## src/rtl/pipeline_pkg.sv

```systemverilog
// Shared encodings and the control bundle carried down the ID/EX and EX/MEM registers.
package pipeline_pkg;

    localparam logic [1:0] MEM2REG_ALU  = 2'b00;
    localparam logic [1:0] MEM2REG_LOAD = 2'b01;
    localparam logic [1:0] MEM2REG_PC4  = 2'b10;

    localparam logic [1:0] JUMP_NONE = 2'b00;
    localparam logic [1:0] JUMP_JAL  = 2'b01;
    localparam logic [1:0] JUMP_JALR = 2'b10;

    localparam logic [3:0] ALU_ADD = 4'b0010;

    typedef struct packed {
        logic       alusrc_b;
        logic [1:0] memtoreg;
        logic [1:0] jump;
        logic       branch;
        logic       branchn;
        logic       regwrite;
        logic       memrw;
        logic [3:0] alu_control;
    } ctrl_t;

    // Control fields of an injected bubble: no side effects, ALU idles on ADD.
    localparam ctrl_t CTRL_BUBBLE = '{
        alusrc_b:    1'b0,
        memtoreg:    MEM2REG_ALU,
        jump:        JUMP_NONE,
        branch:      1'b0,
        branchn:     1'b0,
        regwrite:    1'b0,
        memrw:       1'b0,
        alu_control: ALU_ADD
    };

endpackage

```

## src/rtl/hazard_detect_ld.sv

```systemverilog
// Load-use hazard detector: the instruction in EX is a load whose rd is read by the ID instruction.
module hazard_detect_ld
    import pipeline_pkg::*;
(
    input  logic       active,
    input  logic       flush,
    input  logic       valid_id,
    input  logic [4:0] rs1_addr,
    input  logic [4:0] rs2_addr,
    input  logic       rs1_used,
    input  logic       rs2_used,
    input  logic       valid_ex,
    input  logic       regwrite_ex,
    input  logic [1:0] memtoreg_ex,
    input  logic [4:0] rd_ex,
    output logic       hazard,
    output logic       stall
);

    logic load_ex;
    logic rs1_hit;
    logic rs2_hit;

    assign load_ex = valid_ex & regwrite_ex & (memtoreg_ex == MEM2REG_LOAD) & (rd_ex != 5'd0);
    assign rs1_hit = rs1_used & (rs1_addr == rd_ex);
    assign rs2_hit = rs2_used & (rs2_addr == rd_ex);
    assign hazard  = valid_id & load_ex & (rs1_hit | rs2_hit);

    // A flush kills the ID instruction anyway, so freezing IF/ID would be wasted.
    assign stall   = active & hazard & ~flush;

endmodule

```

## src/rtl/pipeline_id_ex.sv

```systemverilog
// ID/EX pipeline register with load-use bubble insertion, branch flush and debug event counters.
module pipeline_id_ex
    import pipeline_pkg::*;
#(
    parameter int XLEN  = 32,
    parameter int CNT_W = 16
) (
    input  logic             clk_IDEX,
    input  logic             rst_IDEX,
    input  logic             en_IDEX,
    input  logic             flush_IDEX,
    input  logic             valid_in_IDEX,
    input  logic [XLEN-1:0]  PC_in_IDEX,
    input  logic [XLEN-1:0]  Rs1_data_in,
    input  logic [XLEN-1:0]  Rs2_data_in,
    input  logic [4:0]       Rs1_addr_in,
    input  logic [4:0]       Rs2_addr_in,
    input  logic             Rs1_used_in,
    input  logic             Rs2_used_in,
    input  logic [XLEN-1:0]  Imm_in,
    input  logic [4:0]       Rd_addr_in,
    input  logic             ALUSrc_B_in,
    input  logic [1:0]       MemtoReg_in,
    input  logic [1:0]       Jump_in,
    input  logic             Branch_in,
    input  logic             BranchN_in,
    input  logic             RegWrite_in,
    input  logic             MemRW_in,
    input  logic [3:0]       ALU_Control_in,
    output logic             valid_out_IDEX,
    output logic [XLEN-1:0]  PC_out_IDEX,
    output logic [XLEN-1:0]  Rs1_data_out,
    output logic [XLEN-1:0]  Rs2_data_out,
    output logic [4:0]       Rs1_addr_out,
    output logic [4:0]       Rs2_addr_out,
    output logic             Rs1_used_out,
    output logic             Rs2_used_out,
    output logic [XLEN-1:0]  Imm_out,
    output logic [4:0]       Rd_addr_out,
    output logic             ALUSrc_B_out,
    output logic [1:0]       MemtoReg_out,
    output logic [1:0]       Jump_out,
    output logic             Branch_out,
    output logic             BranchN_out,
    output logic             RegWrite_out,
    output logic             MemRW_out,
    output logic [3:0]       ALU_Control_out,
    output logic             stall_IDEX,
    output logic [CNT_W-1:0] bubble_cnt,
    output logic [CNT_W-1:0] flush_cnt
);

    typedef struct packed {
        logic            valid;
        logic [XLEN-1:0] pc;
        logic [XLEN-1:0] rs1_data;
        logic [XLEN-1:0] rs2_data;
        logic [XLEN-1:0] imm;
        logic [4:0]      rs1_addr;
        logic [4:0]      rs2_addr;
        logic [4:0]      rd_addr;
        logic            rs1_used;
        logic            rs2_used;
        ctrl_t           ctrl;
    } idex_t;

    idex_t d;
    idex_t q;
    idex_t bubble;
    logic  hazard;

    always_comb begin
        d.valid    = valid_in_IDEX;
        d.pc       = PC_in_IDEX;
        d.rs1_data = Rs1_data_in;
        d.rs2_data = Rs2_data_in;
        d.imm      = Imm_in;
        d.rs1_addr = Rs1_addr_in;
        d.rs2_addr = Rs2_addr_in;
        d.rd_addr  = Rd_addr_in;
        d.rs1_used = Rs1_used_in;
        d.rs2_used = Rs2_used_in;
        d.ctrl     = '{alusrc_b: ALUSrc_B_in, memtoreg: MemtoReg_in, jump: Jump_in,
                       branch: Branch_in, branchn: BranchN_in, regwrite: RegWrite_in,
                       memrw: MemRW_in, alu_control: ALU_Control_in};
    end

    always_comb begin
        bubble      = '0;
        bubble.ctrl = CTRL_BUBBLE;
    end

    hazard_detect_ld u_hazard (
        .active      (rst_IDEX),
        .flush       (flush_IDEX),
        .valid_id    (valid_in_IDEX),
        .rs1_addr    (Rs1_addr_in),
        .rs2_addr    (Rs2_addr_in),
        .rs1_used    (Rs1_used_in),
        .rs2_used    (Rs2_used_in),
        .valid_ex    (q.valid),
        .regwrite_ex (q.ctrl.regwrite),
        .memtoreg_ex (q.ctrl.memtoreg),
        .rd_ex       (q.rd_addr),
        .hazard      (hazard),
        .stall       (stall_IDEX)
    );

    // Flush overrides the global enable; a hazard only matters when the pipe advances.
    always_ff @(posedge clk_IDEX) begin
        if (!rst_IDEX) begin
            q          <= '0;
            bubble_cnt <= '0;
            flush_cnt  <= '0;
        end else if (flush_IDEX) begin
            q         <= bubble;
            flush_cnt <= flush_cnt + CNT_W'(1);
        end else if (en_IDEX) begin
            if (hazard) begin
                q          <= bubble;
                bubble_cnt <= bubble_cnt + CNT_W'(1);
            end else begin
                q <= d;
            end
        end
    end

    assign valid_out_IDEX  = q.valid;
    assign PC_out_IDEX     = q.pc;
    assign Rs1_data_out    = q.rs1_data;
    assign Rs2_data_out    = q.rs2_data;
    assign Imm_out         = q.imm;
    assign Rs1_addr_out    = q.rs1_addr;
    assign Rs2_addr_out    = q.rs2_addr;
    assign Rd_addr_out     = q.rd_addr;
    assign Rs1_used_out    = q.rs1_used;
    assign Rs2_used_out    = q.rs2_used;
    assign ALUSrc_B_out    = q.ctrl.alusrc_b;
    assign MemtoReg_out    = q.ctrl.memtoreg;
    assign Jump_out        = q.ctrl.jump;
    assign Branch_out      = q.ctrl.branch;
    assign BranchN_out     = q.ctrl.branchn;
    assign RegWrite_out    = q.ctrl.regwrite;
    assign MemRW_out       = q.ctrl.memrw;
    assign ALU_Control_out = q.ctrl.alu_control;

endmodule

```

## config.mk

```make
export PLATFORM = sky130hd
export DESIGN_NAME = pipeline_id_ex
export DESIGN_NICKNAME = d
export VERILOG_FILES = /design/src/rtl/pipeline_pkg.sv /design/src/rtl/hazard_detect_ld.sv /design/src/rtl/pipeline_id_ex.sv
export SDC_FILE = /design/constraint.sdc
export NUM_CORES = 1
export LEC_CHECK = 0
export BUFFER_PORTS_ARGS = -buffer_cell sky130_fd_sc_hd__buf_4
export CORE_AREA = 2 2 139 141
export CTS_BUF_LIST = sky130_fd_sc_hd__clkbuf_4 sky130_fd_sc_hd__clkbuf_8
export DETAILED_ROUTE_END_ITERATION = 16
export DIE_AREA = 0 0 141 143
export PLACE_DENSITY = 0.74
export REMOVE_ABC_BUFFERS = 1
export SYNTH_ARGS = -nofsm -noshare
export SYNTH_HDL_FRONTEND = slang
export SYNTH_SLANG_ARGS = --single-unit
```

## constraint.sdc

```tcl
create_clock -name clk_IDEX -period 2.3 [get_ports clk_IDEX]
set_input_delay 0.115 -clock clk_IDEX [delete_from_list [all_inputs] [get_ports clk_IDEX]]
set_output_delay 0.115 -clock clk_IDEX [all_outputs]
set_load 0.03 [all_outputs]
```

==> qor.yml <==
status:
  outcome: "completed"
logic_synthesis:
  synthMuxAreaShare_pct: 0.764
  synth_edf_count: 0
  synth_compound_area_share_pct: 25.2
  synth-async-reset-ratio_pct: 0
  synth_xor_xnor_area_share_pct: 2.94
  synth_area_um2: 6550
  yosysUniqueCellTypes: 37
  synth_top_family_by_area: "compound AO/OA/AOI/OAI gates"
  synthFlopType: "dfxtp_1"
  ys_seq_area_share_pct: 58.4
  ys_warn_count: 0
  synthSimpleGateAreaFrac_pct: 7.87
  synth-seq-cells: 191
  avgSynthCellArea_um2: 11.7
  synthAdderAreaFrac_pct: 0.382
  syn_inst: 559
clock_tree:
  htree_levels: 4
  post_cts_buffers: 0
  cts_tree: "built"
  clkSlewWorstSetupHoldPaths_ps: 100
  cts_root_buf: "clkbuf_8"
  clockBufferDepth: 2
  cts_made_buffers: 17
  insertion_delay_ps: 480
  cts.sinks: 191
layout:
  drive_above_1_share_pct: 37.7
  seqCellArea_um2: 3820
  antennaDiodeCount: 0
  final-instance-count-excl-fill: 1309
  nets: 1227
  multiInputGateArea_um2: 2460
  final_common_cell: "buf_4"
  final_core_util_pct: 61.6
  nFillCells: 1349
  most-common-layout-cells: "buf_4 (363), dfxtp_1 (190), dlygate4sd3_1 (162)"
  syn2layout_area_growth_pct: 74.8
pwr:
  p_switching_mw: 1.86
  p_per_area_nw_per_um2: 600
  comb_power_share_pct: 15.6
  p_seq_share_pct: 50.5
  clkPwrFrac_pct: 33.9
  p_leak_nw: 5.11
  internal_power_mw: 5.00
  p_sw_share_pct: 27.2
  peakVddDrop_v: 0.000344
sta:
  post-route-period-util_pct: 98.0
  rsz0062_at_grt: "yes"
  finalHoldViolations: 0
  worst_pin_slew_ps: 442
  fin_ws_ps: 45.7
  relSlewSlack_pct: 70.5
  fin_crit_ps: 2250
  worst_hold_slack_ps: 253
  setup_viol: 0
  setup-tns-final_ps: 0
  slew_violations: 0
  fmax_mhz: 444
  clock_skew_ps: 16.2
detailed_routing:
  wl_per_cell_um: 17.8
  drc: 0
  vias: 6593
  dr.pass1.iters: 5
  routed_wirelength_um: 23300
  drt-initial-drc-count: 432
  ant_nets: 0
  vias_per_cell: 5.04
critical_path:
  reg2reg_from: "Rd_addr_out[0]$_SDFFE_PP0P_"
  arrival_ps: 2140
  cp_max_fo: 7
  critPathCaptureType: "output port"
  required_ps: 2180
  start_kind: "register"
  worstSetupPathType: "register to output port"
  setup.worst_path.start: "Rd_addr_out[0]$_SDFFE_PP0P_"
grt:
  grt_pass1_vias: 6686
  grt_max_degree: 96
  antenna_found_initial: 0
  grt_pass1_wl_um: 35400
  grt.total_usage_pct: 22.2
  globalRoute.totalOverflow: 0
floorplanning:
  initial_utilization_pct: 35.3
  die_x_um: 141
  die_h_um: 143
  core_area_um2: 18600
  rows: 50
  die-area_um2: 20200
  io_pins: 355
worst_hold_path:
  min-delay-start: "en_IDEX"
  hp-class: "input pin to register"
placement:
  place_ws_ps: 140
  gp_congestion: 0.811
  numPortBuffers: 354
  place_hpwl_um: 14300
  placed_cells: 1115
flow_run:
  cap_violations: 0
critical path, cell delays in order (launching register included):
cell	delay [ps]
dfxtp_2	360
or4_1	550
o211a_1	270
buf_4	180
nand2_1	90
nor2_1	60
buf_4	170
what timing repair did:
action / 4_1_cts / 5_1_grt
hold buffers: 162 / 0
endpoints found under the setup margin: 0 / 19
endpoints found under the hold margin: 164 / 0
gates resized for setup: 0 / 3
power by group through the flow:
stage                     clock [mW]  combinational, mW  sequential (mW)
final                           2.33               1.07             3.47
after CTS                       2.38               1.05             3.46
after floorplan                    0              0.182             3.72
after global routing            2.52               1.12             3.48
after detailed placement           0              0.819             3.54
after global placement             0              0.807             3.54
layer usage:
metal	wire length (um)	global-route usage [%]	up-vias
met4	559	7.79	0
met1	9050	26.0	3124
met3	1590	5.67	47
met5	0	0	-
met2	12100	39.6	282
li1	-	-	3140
stage by stage:
stage	instance area, um^2	power [mW]
after floorplan	6270	3.90
after detailed placement	9410	4.35
final	11400	6.87
after global placement	9410	4.34
after CTS	11400	6.89
after global routing	11400	7.12
layout make-up:
cell class | instances | share of cell area (%)
timing repair buffer | 530 | 38.8
sequential | 191 | 33.4
multi-input combinational | 319 | 21.5
tap | 234 | 2.56
clock buffer | 18 | 2.11
clock inverter | 14 | 1.50
inverter | 3 | 0.0984
cells in the mapped netlist, types with 3 or more instances:
| master | instances | area, um^2 |
|---|---|---|
| a21oi_1 | 9 | 45.0 |
| a22o_1 | 158 | 1380 |
| and2_1 | 3 | 18.8 |
| and4_1 | 4 | 35.0 |
| buf_2 | 4 | 20.0 |
| buf_6 | 13 | 146 |
| clkbuf_1 | 27 | 101 |
| dfxtp_1 | 191 | 3820 |
| inv_1 | 3 | 11.3 |
| mux2i_1 | 5 | 50.1 |
| nand2_1 | 18 | 67.6 |
| nand2b_1 | 13 | 81.3 |
| nand3_1 | 7 | 35.0 |
| nand4_1 | 14 | 87.6 |
| nor2_1 | 16 | 60.1 |
| nor3_1 | 6 | 30.0 |
| o21ai_0 | 3 | 15.0 |
| o311ai_0 | 6 | 52.6 |
| o31ai_1 | 7 | 52.6 |
| o41ai_1 | 6 | 52.6 |
| or3_1 | 3 | 18.8 |
| or4_1 | 5 | 37.5 |
| xnor2_1 | 15 | 131 |
| xor2_1 | 7 | 61.3 |
kinds of logic after synthesis:
kind of cell    after synthesis
flops                       191
mux                           5
buf+inv                      49
xor+xnor                     22
fa+ha+maj                     2
compound gates              195
simple gates                 95
final timing paths:
check	endpoint	slack [ps]	cells past startpoint
worst min-delay path	Rs1_addr_out[1]$_SDFFE_PP0P_	250	4
worst min register to register	Rs1_data_out[7]$_SDFFE_PP0P_	480	1
worst max register to register	Rs1_data_out[0]$_SDFFE_PP0P_	80	5
worst max-delay path	stall_IDEX	50	6
flip-flops by register name, indices dropped and copies added, names as in the netlist, 2 cells and up:
signal / count
Rd_addr_out: 5
flush_cnt: 16
Imm_out: 32
bubble_cnt: 16
Rs2_data_out: 32
Rs2_addr_out: 5
ALU_Control_out: 4
Jump_out: 2
MemtoReg_out: 2
PC_out_IDEX: 32
Rs1_data_out: 32
Rs1_addr_out: 5
Power figures use the tool's default switching activity.
